===== config.mk =====
export PLATFORM = sky130hd
export DESIGN_NAME = adler32_multi
export DESIGN_NICKNAME = d
export VERILOG_FILES = /design/src/rtl/adler32_multi.sv
export SDC_FILE = /design/constraint.sdc
export NUM_CORES = 1
export LEC_CHECK = 0
export ABC_CLOCK_PERIOD_IN_PS = 22200
export BUFFER_PORTS_ARGS = -buffer_cell sky130_fd_sc_hd__buf_4
export CORE_MARGIN = 2
export CORE_UTILIZATION = 50
export DETAILED_ROUTE_END_ITERATION = 10
export HOLD_SLACK_MARGIN = 0.05
export PLACE_DENSITY = 0.7
export SETUP_SLACK_MARGIN = 0.5
export SLEW_MARGIN = 30
export SYNTH_ARGS = -nofsm -noshare
export SYNTH_HDL_FRONTEND = slang
export SYNTH_SLANG_ARGS = --single-unit
export TNS_END_PERCENT = 50

===== constraint.sdc =====
create_clock -name clk -period 22.2 [get_ports clk]
set_input_delay 4.44 -clock clk [delete_from_list [all_inputs] [get_ports clk]]
set_output_delay 4.44 -clock clk [all_outputs]
set_load 0.05 [all_outputs]

===== src/rtl/adler32_multi.sv =====
// Multi-byte-per-beat Adler-32 engine: sizes a message, folds BPB bytes per beat
// into A/B mod 65521 and presents {B,A} with a one-cycle valid pulse.
module adler32_multi #(
   parameter int BPB   = 4,
   parameter int LEN_W = 22
) (
   input  logic               clk,
   input  logic               rst_n,
   input  logic [LEN_W-1:0]   size,
   input  logic               size_valid,
   input  logic               data_start,
   input  logic               data_valid,
   input  logic [8*BPB-1:0]   data,
   output logic               busy,
   output logic               checksum_valid,
   output logic [31:0]        checksum,
   output logic               err
);

   // state | meaning
   // IDLE  | no message; waiting for a non-zero size strobe
   // ARMED | size captured; waiting for the start beat (size may be re-captured)
   // RUN   | consuming beats until the remaining count reaches zero
   // DONE  | final beat folded in; publish checksum next edge
   typedef enum logic [1:0] {IDLE, ARMED, RUN, DONE} state_t;

   localparam logic [16:0]      MOD   = 17'd65521;
   localparam logic [LEN_W-1:0] BPB_L = LEN_W'(BPB);

   state_t            state;
   logic [15:0]       a_q, b_q, a_nx, b_nx;
   logic [16:0]       sum_a, sum_b;
   logic [LEN_W-1:0]  remaining, rem_nx, consumed;
   logic              accept, last_beat, size_ok, err_c;

   assign size_ok   = size_valid && (size != '0);
   assign accept    = ((state == ARMED) && data_start && data_valid) ||
                      ((state == RUN) && data_valid);
   assign last_beat = (remaining <= BPB_L);
   assign consumed  = last_beat ? remaining : BPB_L;
   assign rem_nx    = remaining - consumed;

   assign err_c = (size_valid && ((size == '0) || (state == RUN) || (state == DONE))) ||
                  (data_start && ((state == IDLE) || (state == RUN)));

   // The start beat is folded from the initial A=1, B=0 rather than the held registers.
   always_comb begin
      a_nx  = (state == ARMED) ? 16'd1 : a_q;
      b_nx  = (state == ARMED) ? 16'd0 : b_q;
      sum_a = '0;
      sum_b = '0;
      for (int i = 0; i < BPB; i++) begin
         if (LEN_W'(i) < remaining) begin
            sum_a = {1'b0, a_nx} + {9'd0, data[8*i +: 8]};
            if (sum_a >= MOD) sum_a = sum_a - MOD;
            a_nx  = sum_a[15:0];
            sum_b = {1'b0, b_nx} + {1'b0, a_nx};
            if (sum_b >= MOD) sum_b = sum_b - MOD;
            b_nx  = sum_b[15:0];
         end
      end
   end

   always_ff @(posedge clk or negedge rst_n) begin
      if (!rst_n) begin
         state          <= IDLE;
         busy           <= 1'b0;
         checksum_valid <= 1'b0;
         checksum       <= '0;
         err            <= 1'b0;
         a_q            <= 16'd1;
         b_q            <= 16'd0;
         remaining      <= '0;
      end else begin
         err            <= err_c;
         checksum_valid <= 1'b0;
         if (accept) begin
            a_q       <= a_nx;
            b_q       <= b_nx;
            remaining <= rem_nx;
         end
         case (state)
            IDLE: begin
               if (size_ok) begin
                  remaining <= size;
                  state     <= ARMED;
               end
            end
            ARMED: begin
               if (accept) begin
                  state <= last_beat ? DONE : RUN;
                  busy  <= 1'b1;
               end else if (size_ok) begin
                  remaining <= size;
               end
            end
            RUN: begin
               if (accept && last_beat) state <= DONE;
            end
            DONE: begin
               checksum       <= {b_q, a_q};
               checksum_valid <= 1'b1;
               busy           <= 1'b0;
               state          <= IDLE;
            end
            default: state <= IDLE;
         endcase
      end
   end

endmodule


==> results_dict.tcl, run 1 <==
set metrics [dict create \
    outcome "finished, final reports clean" \
    die-area_um2 30500 \
    async_flop_share 1.00 \
    antenna_found_initial 2 \
    design_area_um2 17200 \
    required_ns 22.40 \
    period_share 0.940 \
    slew_headroom 0.395 \
    clkSlewWorstSetupHoldPaths_ns 0.07 \
    cap_violations 0 \
    insertion_delay_ns 0.34 \
    rsz0062_at_grt "false" \
    routedWlPerCell_um 20.5 \
    crit_type "input port to register" \
    hp-class "register to register" \
    layout.nets 2328 \
    multi_input_area_um2 12000 \
    utilization 0.598 \
    dp.cells 2498 \
    ys_ff_latch 91 \
    clock_skew_ns 0.00580 \
    nFillCells 2696 \
    postSynthCellCount 1975 \
    worst_slew_pin_slew_ns 0.905 \
    synth_compound_area_frac 0.259 \
    fin_cells 2533 \
    regArea_um2 2280 \
    syn-cell-area_um2 14500 \
    coreArea_um2 28700 \
    synth-seq-area-share 0.157 \
    cp-start-kind "input port" \
    critPathMaxStageDelay_ns 0.51 \
    cts-buffers-inserted 9 \
    cp_num_buf_inv 6 \
    grt_max_degree 64 \
    ys.flop_type "dfrtp_1" \
    synth_simple_gate_area_share 0.260 \
    synth_top_family_by_area "simple AND/OR/NAND/NOR gates" \
    via_per_inst 6.21 \
    cts_tree "built" \
    crit_top_cell "a21oi_2" \
    place.port_buffers 93 \
    ios 94 \
    clock_sinks 91 \
    drt_wl_total_um 51900 \
    synth_edf_count 0 \
    cp.arrival_ns 21.07 \
    setup_ws_ns 1.33 \
    drv_slew 0 \
    firstDrtPassIters 8 \
    ant_nets 0 \
    die_h_um 175 \
    fmax_mhz 47.9 \
    drive_above_1_share 0.203 \
    num_vias 15700 \
    min_period_ns 20.87 \
    area_growth_pct 18.0 \
    synth-xor-area-share 0.119 \
    crit_path_top_delay_cell "or4_4" \
    grt_pass1_vias 14700 \
    end_kind "register" \
    synth_area_per_cell_um2 7.36 \
    place_ws_ns -0.642 \
    grt_pass1_wl_um 80100 \
    crit_family "compound AO/OA/AOI/OAI gates" \
    grt_overflow 0 \
    gp_congestion 0.978 \
    clockBufferDepth 2 \
    setup_violations 0 \
    dieWidth_um 175 \
    grt.total_usage 0.329 \
    drt_first_iter_violations 1541 \
    htree_levels 3 \
    synthMuxAreaShare 0.0434 \
    dp_hpwl_um 42000 \
    yosys.area_share.adder 0.113 \
    start_util 0.507 \
    synth_cell_type_count 107 \
    syn_nets 2160 \
    post_dp_cell_area_um2 16300 \
    yosys_warnings 0 \
    path_max_fanout 9 \
    hold_viol 0 \
    rows 62 \
    root_buffer "clkbuf_16" \
    remaining_drc_errors 0 \
]
[sequential cells by signal (all words and copies together), names as in the netlist]
name / flops
err: 1
remaining: 22
b_q: 16
checksum_valid: 1
busy: 1
a_q: 16
state: 2
checksum: 32
[tightest hold or removal path, delay by kind of cell (launching register included)]
family | cells | cell delay [ns]
AOI/OAI and AO/OA | 1 | 0.06
DFF | 1 | 0.36
and+or+nand+nor | 1 | 0.05
[repair_timing]
item / in CTS / in global routing
pin swaps: 2 / 34
gates resized for setup: 14 / 106
buffers inserted: 1 / 17
hold buffers: 0 / 0
endpoints found under the setup margin: 16 / 16
[kinds of logic after synthesis]
family / after synthesis
AO/OA/AOI/OAI: 549
multiplexers: 57
buffers and inverters: 185
AND/OR/NAND/NOR: 768
adder cells (fa/ha/maj): 127
other: 1
XOR/XNOR: 197
flip-flops: 91
[area by class of cell]
type,instances,area share
timing repair buffer,225,0.0984
tap,384,0.0280
clock inverter,5,0.00211
inverter,117,0.0256
multi-input combinational,1699,0.698
sequential,91,0.133
antenna,1,0.000146
clock buffer,11,0.0147
[Yosys cell counts, types with 9 or more instances]
library cell  count  share of area
nor2_1          207          0.053
nand2_1         203          0.052
xnor2_1         129          0.078
a21oi_1         122          0.042
ha_1            118           0.10
o21ai_0         117          0.040
inv_1           116          0.030
dfrtp_1          90           0.15
xor2_1           68          0.041
nand3_1          63          0.022
nor3_1           58          0.020
mux2_2           49          0.038
clkbuf_1         47          0.012
nor2b_1          39          0.017
a21o_1           36          0.019
o21bai_1         30          0.015
and2_1           28          0.012
and3_1           28          0.012
a31oi_1          24          0.010
nand2b_1         21         0.0090
nand4_1          21         0.0090
or2_2            19         0.0082
a211oi_1         18         0.0093
nor4_1           18         0.0077
o211ai_1         17         0.0088
a22oi_1          14         0.0072
buf_1            14         0.0036
o221ai_1         13         0.0078
o31ai_1          13         0.0067
a21boi_0         11         0.0057
o21a_1           11         0.0057
o21ai_1          11         0.0038
or3_1            10         0.0043
and4_1            9         0.0054
or4_1             9         0.0046
[cells in the final DEF, fill, tap and decap left out, types with 24 or more instances in the layout]
cell type / instances
and2_1: 27
mux2_2: 48
and3_1: 27
a31oi_1: 24
xnor2_1: 124
buf_4: 225
dfrtp_1: 90
xor2_1: 67
o21bai_1: 30
inv_1: 116
nand2_1: 200
ha_1: 115
nor2b_1: 38
a21oi_2: 35
a21oi_1: 90
nand3_1: 62
o21ai_0: 101
a21o_1: 36
nor3_1: 54
nor2_1: 200
[through the flow]
stage / TNS, ns / hold slack [ns]
after global placement: -6.38 / 0.480
after floorplan: 0 / 0.458
after CTS: 0 / 0.511
final: 0 / 0.507
after detailed placement: -9.19 / 0.496
after global routing: 0 / 0.529
[metal layers]
metal,global-route usage,wire length [um],vias up
met2,0.531,23200,640
met5,0,0,-
met4,0.154,2680,0
li1,-,-,7468
met3,0.0269,2970,141
met1,0.448,23000,7476
[path summary, 6_finish.rpt]
| path | start | to | slack, ns | cells after the start |
|---|---|---|---|---|
| max | data[1] | b_q[10] | 1.33 | 82 |
| min | a_q[7] | a_q[7] | 0.51 | 2 |
| max reg2reg | state[1] | b_q[10] | 3.81 | 87 |
| min reg2reg | a_q[7] | a_q[7] | 0.51 | 2 |
| max in group asynchronous | rst_n | a_q[5] | 17.07 | 2 |
| min in group asynchronous | rst_n | remaining[14] | 4.01 | 1 |
Power of run 1 is not shown: default switching activity piles up to over one toggle a cycle in this logic, so the estimate is an artifact.
==> run 2: changes to the inputs <==
Settings changed: CORE_ASPECT_RATIO from default to 1.2.
==> results_dict.tcl, run 2 (same netlist as run 1, synthesis figures left out) <==
set metrics [dict create \
    outcome "finished, final reports clean" \
    rows 68 \
    grt_overflow 0 \
    fin_cells 2519 \
    worst_slew_pin_slew_ns 0.913 \
    n_antenna_cell 0 \
    die-area_um2 30500 \
    gp_congestion 1.00 \
    cts-buffers-inserted 9 \
    hold_viol 0 \
    remaining_drc_errors 0 \
    num_vias 15600 \
    end_kind "register" \
    die_h_um 191 \
    cts_tree "built" \
    cap_violations 0 \
    nFillCells 2698 \
    path_max_fanout 7 \
    via_per_inst 6.21 \
    start_util 0.507 \
    clock_skew_ns 0.00683 \
    hp-class "register to register" \
    dieWidth_um 160 \
    antenna_found_initial 0 \
    drt_wl_total_um 51300 \
    hold_buffers 0 \
    utilization 0.597 \
    crit_path_top_delay_cell "o211ai_1" \
    place.port_buffers 93 \
    setup_violations 0 \
    ant_nets 0 \
    largest_register "checksum" \
    grt.total_usage 0.325 \
    fmax_mhz 48.2 \
    routedWlPerCell_um 20.4 \
    crit_top_cell "a21oi_2" \
    whs_ns 0.503 \
    insertion_delay_ns 0.34 \
    ios 94 \
    most-common-layout-cells "210 x buf_4, 200 x nor2_1, 199 x nand2_1" \
    clockBufferDepth 2 \
    post_dp_cell_area_um2 16200 \
    slew_headroom 0.387 \
    drt_first_iter_violations 1661 \
    firstDrtPassIters 8 \
    min_period_ns 20.77 \
    htree_levels 3 \
    largest_reg_flops 32 \
    crit_type "input port to register" \
    period_share 0.935 \
    area_growth_pct 17.8 \
    cp.arrival_ns 21.02 \
    drive_above_1_share 0.202 \
    rsz0062_at_grt "false" \
    top_regs "checksum x32, remaining x22" \
    cp-start-kind "input port" \
    design_area_um2 17100 \
    root_buffer "clkbuf_16" \
    drv_slew 0 \
    grt_max_degree 60 \
    critPathMaxStageDelay_ns 0.52 \
    grt_pass1_wl_um 79500 \
    layout.nets 2314 \
    clock_sinks 91 \
    final_common_cell "buf_4" \
    dp_hpwl_um 41600 \
    clkSlewWorstSetupHoldPaths_ns 0.06 \
    required_ns 22.45 \
    grt_pass1_vias 15000 \
    coreArea_um2 28700 \
    dp.cells 2489 \
]
-- run 2: layer usage --
| metal | global-route usage | share of wire | vias up |
|---|---|---|---|
| met2 | 0.549 | 0.47 | 604 |
| met3 | 0.0385 | 0.055 | 168 |
| met4 | 0.196 | 0.065 | 0 |
| li1 | - | - | 7436 |
| met1 | 0.398 | 0.41 | 7428 |
| met5 | 0 | 0 | - |
-- run 2: worst max-delay path: cells and delay by family --
family,cells,cell delay (ns)
buffers and inverters,7,1.16
AND/OR/NAND/NOR,20,3.32
XOR/XNOR,7,1.07
adder cells (fa/ha/maj),8,2.46
multiplexers,1,0.30
AO/OA/AOI/OAI,45,8.20
-- run 2: metrics by stage --
stage	worst slack, ns	TNS [ns]
2_1_floorplan	0.993	0
3_3_place_gp	0.227	0
3_5_place_dp	-0.253	-2.11
4_1_cts	0.529	0
5_1_grt	0.242	0
6_report	1.43	0
-- run 2: final timing paths --
check | end | slack (ns) | cells after the start | start
max | b_q[14] | 1.43 | 88 | data[0]
min | a_q[0] | 0.50 | 2 | a_q[0]
max reg2reg | b_q[14] | 4.17 | 90 | state[1]
min reg2reg | a_q[0] | 0.50 | 2 | a_q[0]
max in group asynchronous | checksum[16] | 17.08 | 2 | rst_n
min in group asynchronous | remaining[13] | 4.03 | 1 | rst_n
-- run 2: cell type report --
class                           instances  area, um2  area share
Timing Repair Buffer                  211       1590      0.0927
Tap cell                              385        482      0.0281
Multi-Input combinational cell       1699      12000       0.703
Inverter                              117        439      0.0256
Clock buffer                           11        243      0.0142
Clock inverter                          5       60.1     0.00351
Sequential cell                        91       2280       0.133
-- run 2: timing repair --
action | in CTS | in global routing
buffers inserted | 3 | 11
setup endpoints to repair | 16 | 16
gates resized for setup | 20 | 104
pin swaps | 3 | 31
Power of run 2 is left out for the same reason.
